## src/rtl/uart_rx_param_if.sv

```systemverilog
// Receive-side bundle of the parametrised UART receiver: the completed-frame
// strobe, the received word and its error flags, plus the busy indicator.
interface uart_rx_param_if #(
    parameter int DATA_BITS = 8
);
    logic                 rx_done_tick;
    logic [DATA_BITS-1:0] data_out;
    logic                 parity_err;
    logic                 frame_err;
    logic                 busy;

    // The receiver drives the bundle.
    modport master (
        output rx_done_tick,
        output data_out,
        output parity_err,
        output frame_err,
        output busy
    );

    // The word consumer only observes it.
    modport slave (
        input rx_done_tick,
        input data_out,
        input parity_err,
        input frame_err,
        input busy
    );
endinterface

```

## src/rtl/uart_rx_param.sv

```systemverilog
// Parametrised UART receiver: configurable data width, oversampling ratio,
// parity mode and stop-bit count. rx is synchronised, false starts are
// rejected at the start-bit midpoint, and parity/framing errors are reported
// alongside the word. Outputs only change on the final stop sample.
module uart_rx_param #(
    parameter int DATA_BITS  = 8,
    parameter int OVERSAMPLE = 16,
    parameter int PARITY     = 0,
    parameter int STOP_BITS  = 1
) (
    input  logic              clk,
    input  logic              rst,
    input  logic              baud_tick,
    input  logic              rx,
    uart_rx_param_if.master   rx_if
);
    localparam int TW = $clog2(OVERSAMPLE);
    localparam int BW = $clog2(DATA_BITS);

    localparam logic [TW-1:0] MID_CNT  = TW'(OVERSAMPLE / 2 - 1);
    localparam logic [TW-1:0] LAST_CNT = TW'(OVERSAMPLE - 1);
    localparam logic [BW-1:0] DATA_END = BW'(DATA_BITS - 1);
    localparam logic [BW-1:0] STOP_END = BW'(STOP_BITS - 1);

    typedef enum logic [2:0] {
        IDLE,
        START,
        DATA,
        PAR,
        STOP
    } state_t;

    state_t               state, state_n;
    logic [1:0]           sync;
    logic                 rxs;
    logic [TW-1:0]        tick, tick_n;
    logic [BW-1:0]        bitc, bitc_n;
    logic [DATA_BITS-1:0] shreg, shreg_n;
    logic                 par_flag, par_flag_n;
    logic                 frm_flag, frm_flag_n;
    logic                 done_n;

    assign rxs = sync[1];

    // Two-stage synchroniser for the asynchronous line; idles high.
    always_ff @(posedge clk or posedge rst) begin
        if (rst) sync <= 2'b11;
        else     sync <= {sync[0], rx};
    end

    // Next-state logic: framing FSM, sample counters, shift register and flags.
    always_comb begin
        state_n    = state;
        tick_n     = tick;
        bitc_n     = bitc;
        shreg_n    = shreg;
        par_flag_n = par_flag;
        frm_flag_n = frm_flag;
        done_n     = 1'b0;
        case (state)
            IDLE: begin
                // Ticks are ignored here so a coincident tick never pre-counts.
                if (!rxs) begin
                    tick_n  = '0;
                    state_n = START;
                end
            end
            START: begin
                if (baud_tick) begin
                    if (tick == MID_CNT) begin
                        if (rxs) begin
                            state_n = IDLE;   // glitch, not a start bit
                        end else begin
                            tick_n     = '0;
                            bitc_n     = '0;
                            par_flag_n = 1'b0;
                            frm_flag_n = 1'b0;
                            state_n    = DATA;
                        end
                    end else begin
                        tick_n = tick + TW'(1);
                    end
                end
            end
            DATA: begin
                if (baud_tick) begin
                    if (tick == LAST_CNT) begin
                        tick_n  = '0;
                        shreg_n = {rxs, shreg[DATA_BITS-1:1]};
                        if (bitc == DATA_END) begin
                            bitc_n  = '0;
                            state_n = (PARITY != 0) ? PAR : STOP;
                        end else begin
                            bitc_n = bitc + BW'(1);
                        end
                    end else begin
                        tick_n = tick + TW'(1);
                    end
                end
            end
            PAR: begin
                if (baud_tick) begin
                    if (tick == LAST_CNT) begin
                        tick_n = '0;
                        // Odd mode wants an overall XOR of 1, even mode of 0.
                        if (PARITY == 1) par_flag_n = ~(^shreg ^ rxs);
                        else             par_flag_n = ^shreg ^ rxs;
                        state_n = STOP;
                    end else begin
                        tick_n = tick + TW'(1);
                    end
                end
            end
            STOP: begin
                if (baud_tick) begin
                    if (tick == LAST_CNT) begin
                        tick_n = '0;
                        if (!rxs) frm_flag_n = 1'b1;
                        if (bitc == STOP_END) begin
                            // Leave at the stop midpoint so a back-to-back
                            // start edge is seen on the very next clk.
                            done_n  = 1'b1;
                            state_n = IDLE;
                        end else begin
                            bitc_n = bitc + BW'(1);
                        end
                    end else begin
                        tick_n = tick + TW'(1);
                    end
                end
            end
            default: state_n = IDLE;
        endcase
    end

    // State and working registers.
    always_ff @(posedge clk or posedge rst) begin
        if (rst) begin
            state    <= IDLE;
            tick     <= '0;
            bitc     <= '0;
            shreg    <= '0;
            par_flag <= 1'b0;
            frm_flag <= 1'b0;
        end else begin
            state    <= state_n;
            tick     <= tick_n;
            bitc     <= bitc_n;
            shreg    <= shreg_n;
            par_flag <= par_flag_n;
            frm_flag <= frm_flag_n;
        end
    end

    // Output register: loads only on the final stop sample so consumers
    // never see a half-built word; the strobe lines up with the new values.
    always_ff @(posedge clk or posedge rst) begin
        if (rst) begin
            rx_if.rx_done_tick <= 1'b0;
            rx_if.data_out     <= '0;
            rx_if.parity_err   <= 1'b0;
            rx_if.frame_err    <= 1'b0;
        end else begin
            rx_if.rx_done_tick <= done_n;
            if (done_n) begin
                rx_if.data_out   <= shreg;
                rx_if.parity_err <= par_flag;
                rx_if.frame_err  <= frm_flag_n;
            end
        end
    end

    assign rx_if.busy = (state != IDLE);
endmodule
```

## src/flat_wrapper.sv

```systemverilog
// flat-port wrapper written by rule: the top's interface ports become plain ports
module uart_rx_param_flat 
#(
    parameter int DATA_BITS  = 8,
    parameter int OVERSAMPLE = 16,
    parameter int PARITY     = 0,
    parameter int STOP_BITS  = 1
)
  (clk, rst, baud_tick, rx, rx_if_rx_done_tick, rx_if_data_out, rx_if_parity_err, rx_if_frame_err, rx_if_busy);
  uart_rx_param_if #(.DATA_BITS(DATA_BITS)) rx_if_i ();
  input  logic clk;
  input  logic rst;
  input  logic baud_tick;
  input  logic rx;
  output wire logic [$bits(rx_if_i.rx_done_tick)-1:0] rx_if_rx_done_tick;
  output wire logic [$bits(rx_if_i.data_out)-1:0] rx_if_data_out;
  output wire logic [$bits(rx_if_i.parity_err)-1:0] rx_if_parity_err;
  output wire logic [$bits(rx_if_i.frame_err)-1:0] rx_if_frame_err;
  output wire logic [$bits(rx_if_i.busy)-1:0] rx_if_busy;
  assign rx_if_rx_done_tick = rx_if_i.rx_done_tick;
  assign rx_if_data_out = rx_if_i.data_out;
  assign rx_if_parity_err = rx_if_i.parity_err;
  assign rx_if_frame_err = rx_if_i.frame_err;
  assign rx_if_busy = rx_if_i.busy;
  uart_rx_param #(.DATA_BITS(DATA_BITS), .OVERSAMPLE(OVERSAMPLE), .PARITY(PARITY), .STOP_BITS(STOP_BITS)) u_core (.clk(clk), .rst(rst), .baud_tick(baud_tick), .rx(rx), .rx_if(rx_if_i));
endmodule
```

## config.mk

```make
export PLATFORM = sky130hd
export DESIGN_NAME = uart_rx_param_flat
export DESIGN_NICKNAME = d
export VERILOG_FILES = /design/src/rtl/uart_rx_param_if.sv /design/src/rtl/uart_rx_param.sv /design/src/flat_wrapper.sv
export SDC_FILE = /design/constraint.sdc
export NUM_CORES = 1
export LEC_CHECK = 0
export CAP_MARGIN = 15
export CORE_MARGIN = 2
export CORE_UTILIZATION = 45
export DETAILED_ROUTE_END_ITERATION = 16
export DONT_BUFFER_PORTS = 1
export PLACE_DENSITY = 0.59
export RECOVER_POWER = 25
export SETUP_SLACK_MARGIN = 0.3
export SLEW_MARGIN = 15
export SYNTH_ARGS = -nofsm -noshare
export SYNTH_HDL_FRONTEND = slang
export SYNTH_SLANG_ARGS = --single-unit
```

## constraint.sdc

```tcl
create_clock -name clk -period 4.2 [get_ports clk]
set_input_delay 0.42 -clock clk [delete_from_list [all_inputs] [get_ports clk]]
set_output_delay 0.42 -clock clk [all_outputs]
set_load 0.01 [all_outputs]
```

==> impl_metrics.py <==
metrics = {
    "logic_synthesis": {
        "yosys_register_bits": 33,
        "ys_async_sr_fraction_pct": 100,
        "synth.top_cell.area_share_pct": 45.7,
        "synth_flop_cell": "dfrtp_1",
        "synth_top_cell_by_area": "dfrtp_1",
        "synth.distinct_cells": 40,
        "ys_warn_count": 0,
        "syn_nets": 155,
        "synth_edf_count": 0,
        "synth_cells": 147,
        "synth_most_common_cell": "dfrtp_1",
        "synth.cell_area_mm2": 0.00170,
        "synth_area_leaders": "dfrtp_1, mux2_4, mux2_1",
        "seq_area_frac_synth_pct": 48.8,
        "synth.top_cells.by_count": "dfrtp_1, nand2_1, mux2_4, xnor2_1",
        "avgSynthCellArea_um2": 11.6,
    },
    "worst_setup_path": {
        "worstPathArrival_ns": 2.27,
        "crit_path_top_delay_cell": "dfrtp_1",
        "reg2regPathDepth": 4,
        "startpoint_type": "flop",
        "critical_path_required_ns": 4.35,
        "slowest_delay_ns": 0.55,
        "worst-path-buf-inv": 0,
        "crit_type": "flop to flop",
        "r2r-end": "u_core.rx_if.parity_err",
        "cp-end-kind": "flop",
        "crit_fanout": 14,
        "r2r_start": "u_core.state[1]",
        "crit_family": "simple AND/OR/NAND/NOR gates",
        "crit_chain": "nor2_2, and3_1, nand3_1, mux2_1",
        "r2r_slack_ns": 2.08,
    },
    "global_routing": {
        "grt_pass1_wl_um": 5260,
        "antenna_found_initial": 0,
        "grt_overflow": 0,
        "grt_util_all_layers_pct": 16.2,
        "grt_pass1_vias": 1076,
        "grt_start_max_net_pins": 22,
    },
    "power_and_ir_drop": {
        "pwr_density_cell_mw_per_mm2": 414,
        "power.leakage_nw": 0.884,
        "ir_drop_uv": 214,
    },
    "sta": {
        "period_needed_ns": 2.12,
        "fin_setup_tns_ns": 0,
        "slew_headroom_pct": 23.1,
        "final_max_slew_viol_count": 0,
        "setup_viol": 0,
        "fmax_mhz": 472,
        "finClkSkew_ns": 0.00258,
        "hold_viol": 0,
        "worst_pin_slew_ns": 1.15,
        "period_share_pct": 50.5,
        "rsz0062_at_grt": "false",
    },
    "clocking": {
        "cts_resized": 0,
        "cts_tree": "built",
        "clk_path_buf_depth": 2,
        "cts.clk_slew.worst_paths_ns": 0.07,
        "cts_buffers": 5,
        "cts-htree-levels": 2,
        "clkSinkCount": 33,
        "ctsHoldBuffers": 0,
        "root_buffer": "clkbuf_8",
        "clk_latency_ns": 0.27,
        "cts_setup_buffers": 0,
    },
    "detailed_routing": {
        "drt_pre_antenna_iters": 4,
        "drcViolationCount": 0,
        "vias_per_cell": 5.53,
        "dr.first_iter.drc_count": 71,
        "vias": 1089,
        "wire_per_inst_um": 15.6,
        "ant_nets": 0,
        "wl_um": 3070,
    },
    "finish": {
        "nFillCells": 331,
        "design_area_mm2": 0.00180,
        "areaGrowthSynthToFinish_pct": 5.75,
        "antennaDiodeCount": 0,
        "final_layout_size_suffix_gt1_share_pct": 15.4,
        "final_nets": 156,
    },
    "die": {
        "fp.dieW_um": 65.4,
        "row_count": 22,
        "die_h_um": 65.4,
        "initial_core_util_pct": 46.7,
        "coreArea_mm2": 0.00363,
        "pin_count": 16,
        "die_area_mm2": 0.00428,
    },
    "place": {
        "place_hpwl_um": 2200,
        "place_congestion": 0.918,
        "portBuffers": 0,
        "placed_area_mm2": 0.00172,
    },
    "run": {
        "max_cap_violations": 0,
    },
    "hold_path": {
        "min_path_type": "primary input to async pin",
    },
    "outcome": {
        "status": "complete, no violations",
    },
}
[worst max path at each step]
stage	from	to	slack, ns	cells past startpoint
finish	u_core.state[1]	u_core.rx_if.parity_err	2.08	4
CTS	u_core.state[1]	u_core.rx_if.data_out[5]	2.06	4
global placement	u_core.state[1]	u_core.rx_if.data_out[5]	2.07	4
floorplan	u_core.tick[0]	u_core.shreg[0]	2.49	6
global route	u_core.state[1]	u_core.rx_if.parity_err	1.90	4
detailed placement	u_core.state[1]	u_core.rx_if.data_out[5]	2.07	4
[cells by family (layout without fill, tap and decap cells)]
family / count (synthesis) / count (layout) / synth area share [%]
xor+xnor: 10 / 10 / 5.16
compound gates: 26 / 26 / 11.1
simple gates: 39 / 39 / 12.2
fa+ha+maj: 5 / 5 / 3.54
flops: 33 / 33 / 48.8
buf+inv: 14 / 16 / 4.42
mux: 20 / 20 / 14.8
[final cells by class]
cell class,count,area (µm²),share of cell area [%]
clock buffers,6,72.6,4.04
inverters,7,26.3,1.46
multi-input cells,100,795,44.3
flip-flops and latches,33,828,46.1
repair buffers,1,3.75,0.209
clock inverters,2,10.0,0.557
well taps,48,60.1,3.34
[cell usage in the layout (no fill, tap or decap), types with 3 or more instances in the layout]
cell type / instances
a21o_1: 3
o21ai_0: 7
xnor2_1: 8
nand2_1: 11
nor3_1: 3
mux2i_1: 3
mux2_1: 7
mux2_4: 8
a32o_1: 3
inv_1: 7
ha_1: 4
o21ai_1: 3
nand3_1: 5
and3_1: 3
clkbuf_8: 5
nor2b_1: 3
nand2b_1: 3
or3_1: 3
dfrtp_1: 31
[report_power, final]
part | switching [mW] | internal (mW) | leakage [nW] | total (mW)
clock | 0.111 | 0.115 | 0.0450 | 0.225
combinational | 0.0832 | 0.0578 | 0.399 | 0.141
sequential | 0.0364 | 0.341 | 0.439 | 0.377
total | 0.230 | 0.513 | 0.884 | 0.744
[metrics by stage]
| stage | power (mW) | std cells | setup WS (ns) | hold WS [ns] | util, % |
|---|---|---|---|---|---|
| global route | 0.787 | 197 | 1.90 | 0.0926 | 49.4 |
| detailed placement | 0.523 | 189 | 2.07 | 0.347 | 47.2 |
| CTS | 0.750 | 197 | 2.06 | 0.0715 | 49.5 |
| finish | 0.744 | 197 | 2.08 | 0.0551 | 49.4 |
| floorplan | 0.497 | 147 | 2.49 | 0.345 | - |
| global placement | 0.518 | 189 | 2.07 | 0.347 | 47.2 |
[metal layers]
layer	up-vias	GRT usage, %	part of all wire, %
met4	0	3.91	0.62
li1	516	-	-
met1	530	22.5	47
met2	41	24.2	45
met5	-	0	0
met3	2	5.82	7.1
[state kept, by name, indices dropped and copies added, names as in the netlist]
name                       cells
u_core.sync                    2
u_core.rx_if.data_out          8
u_core.tick                    4
u_core.rx_if.rx_done_tick      1
u_core.state                   3
u_core.bitc                    3
u_core.shreg                   8
u_core.frm_flag                1
u_core.par_flag                1
u_core.rx_if.parity_err        1
u_core.rx_if.frame_err         1
Note: power is estimated with default switching activity, not from simulation.
==> RTL edit: new RTL, same settings <==
Add an input register stage for `baud_tick` and `rx`, without a reset; this delays them by one clock. The other inputs are not delayed to match.
--- a/src/rtl/uart_rx_param.sv
+++ b/src/rtl/uart_rx_param.sv
@@ -32,2 +32,10 @@
 
+    logic baud_tick_q;
+    logic rx_q;
+
+    always_ff @(posedge clk) begin
+        baud_tick_q <= baud_tick;
+        rx_q        <= rx;
+    end
+
     state_t               state, state_n;
@@ -47,3 +55,3 @@
         if (rst) sync <= 2'b11;
-        else     sync <= {sync[0], rx};
+        else     sync <= {sync[0], rx_q};
     end
@@ -68,3 +76,3 @@
             START: begin
-                if (baud_tick) begin
+                if (baud_tick_q) begin
                     if (tick == MID_CNT) begin
@@ -85,3 +93,3 @@
             DATA: begin
-                if (baud_tick) begin
+                if (baud_tick_q) begin
                     if (tick == LAST_CNT) begin
@@ -101,3 +109,3 @@
             PAR: begin
-                if (baud_tick) begin
+                if (baud_tick_q) begin
                     if (tick == LAST_CNT) begin
@@ -114,3 +122,3 @@
             STOP: begin
-                if (baud_tick) begin
+                if (baud_tick_q) begin
                     if (tick == LAST_CNT) begin
Formal check against the unedited RTL: not equivalent (Yosys sat finds a counterexample within 4 cycles, from zero or initial values and one cycle with rst high).
==> RTL edit against the original RTL <==
The flow now finishes with violations (max-capacitance violations, max-slew violations). Setup slack lost 0.36 ns. Final area grew 5.9%. Routed wire length grew 1.4%. Core utilization grew 1.4 points. Die area grew 5.7%. Non-clock buffer count is the same. Area after synthesis grew 6.1%. Power grew 28%. Sequential cell count grew 2.
==> RTL edit: results (changes against the original RTL) <==
synthesis:
  synth_common_cells: "dfrtp_1, nand2_1, o21ai_0, xnor2_1, mux2_1"  # was dfrtp_1, nand2_1, mux2_4, xnor2_1
  ys_seq_area_share_pct: 48.2  # was 48.8%
  yosysUniqueCellTypes: 41  # was 40
  synthArstFlopShare_pct: 94.3  # was 100%
min_path:
  hold_path.class: "in2reg"  # was in2async
sta:
  skew_ns: 0.00829  # was 0.00258 ns
  relSlewSlack_pct: -16.8  # was 23.1%
  drv_slew: 34  # was 0
worst_setup_path:
  cpPeakStageDelay_ns: 0.83  # was 0.55 ns
  worst_path_max_delay_cell: "nor3_2"  # was dfrtp_1
  timing.rr.start: "u_core.state[0]"  # was u_core.state[1]
  worst-path-max-fanout: 20  # was 14
  worst_r2r_endpoint: "u_core.rx_if.data_out[6]"  # was u_core.rx_if.parity_err
placed_design:
  gp_congestion: 0.799  # was 0.918
grt:
  use_met1_pct: 20.1  # was 22.5%
  grt_pass1_vias: 1159  # was 1076
  grt_util_met2_pct: 25.2  # was 24.2%
  grt_max_degree: 34  # was 22
  use_met3_pct: 4.33  # was 5.82%
  grt_pass1_wl_um: 5290  # was 5260 um
power_and_ir_drop:
  vdd_ir_drop_max_mv: 0.282  # was 0.214 mV
outcome:
  violations: "max-capacitance violations, max-slew violations"
  status: "complete, but fails checks"  # was finished, final reports clean
cells_and_area:
  final_nets: 171  # was 156
route:
  drtIter0Drc: 86  # was 71
  route.met3.wl_um: 136  # was 218 um
  drt_first_pass_iters: 5  # was 4
  viasPerCell: 5.41  # was 5.53
run:
  max-cap-violations: 1  # was 0
-- RTL edit: cell count changes after synthesis, moves of 4 or more --
cell and delta:
clkbuf_1 +4, o21ai_0 +4, nor2_1 +5, mux2_2 +7
mux2_4 -7, a21oi_1 +5
-- RTL edit: stage by stage --
| step | cell area [um2] | instances | util [%] | hold WS [ns] | worst slack [ns] |
|---|---|---|---|---|---|
| after floorplan | 1800 | 165 | - | 0.284 | 2.48 |
| after CTS | 1910 | 212 | 50.9 | 0.117 | 1.67 |
| after global routing | 1900 | 212 | 50.8 | 0.144 | 1.59 |
| after global placement | 1820 | 204 | 48.6 | 0.284 | 1.77 |
| final | 1900 | 212 | 50.8 | 0.153 | 1.72 |
| after detailed placement | 1820 | 204 | 48.6 | 0.287 | 1.68 |
-- RTL edit: logic make-up after synthesis --
family | count (synthesis) | share of synthesized area [%]
flip-flops | 35 | 48.2
multiplexers | 23 | 14.4
AND/OR/NAND/NOR | 39 | 11.7
buffers and inverters | 17 | 4.17
adder cells (fa/ha/maj) | 5 | 3.33
AO/OA/AOI/OAI | 34 | 12.4
XOR/XNOR | 12 | 5.83
-- RTL edit: cell type report --
type | instances | area (um2)
clock buffer | 6 | 72.6
fill | 371 | 1840
sequential | 35 | 868
inverter | 7 | 26.3
timing repair buffer | 1 | 3.75
clock inverter | 2 | 12.5
multi-input combinational | 113 | 858
tap | 48 | 60.1
-- RTL edit: power by group --
part	switching, mW	internal [mW]	leakage, nW	total, mW
logic	0.139	0.128	0.357	0.268
clock network	0.119	0.116	0.0412	0.234
registers	0.0768	0.371	0.460	0.448
-- RTL edit: worst reg2reg max path: stages (launching register included) --
cell and delay (ns):
dfrtp_1 0.57, or3b_1 0.55, nor3_2 0.83, mux2_2 0.42
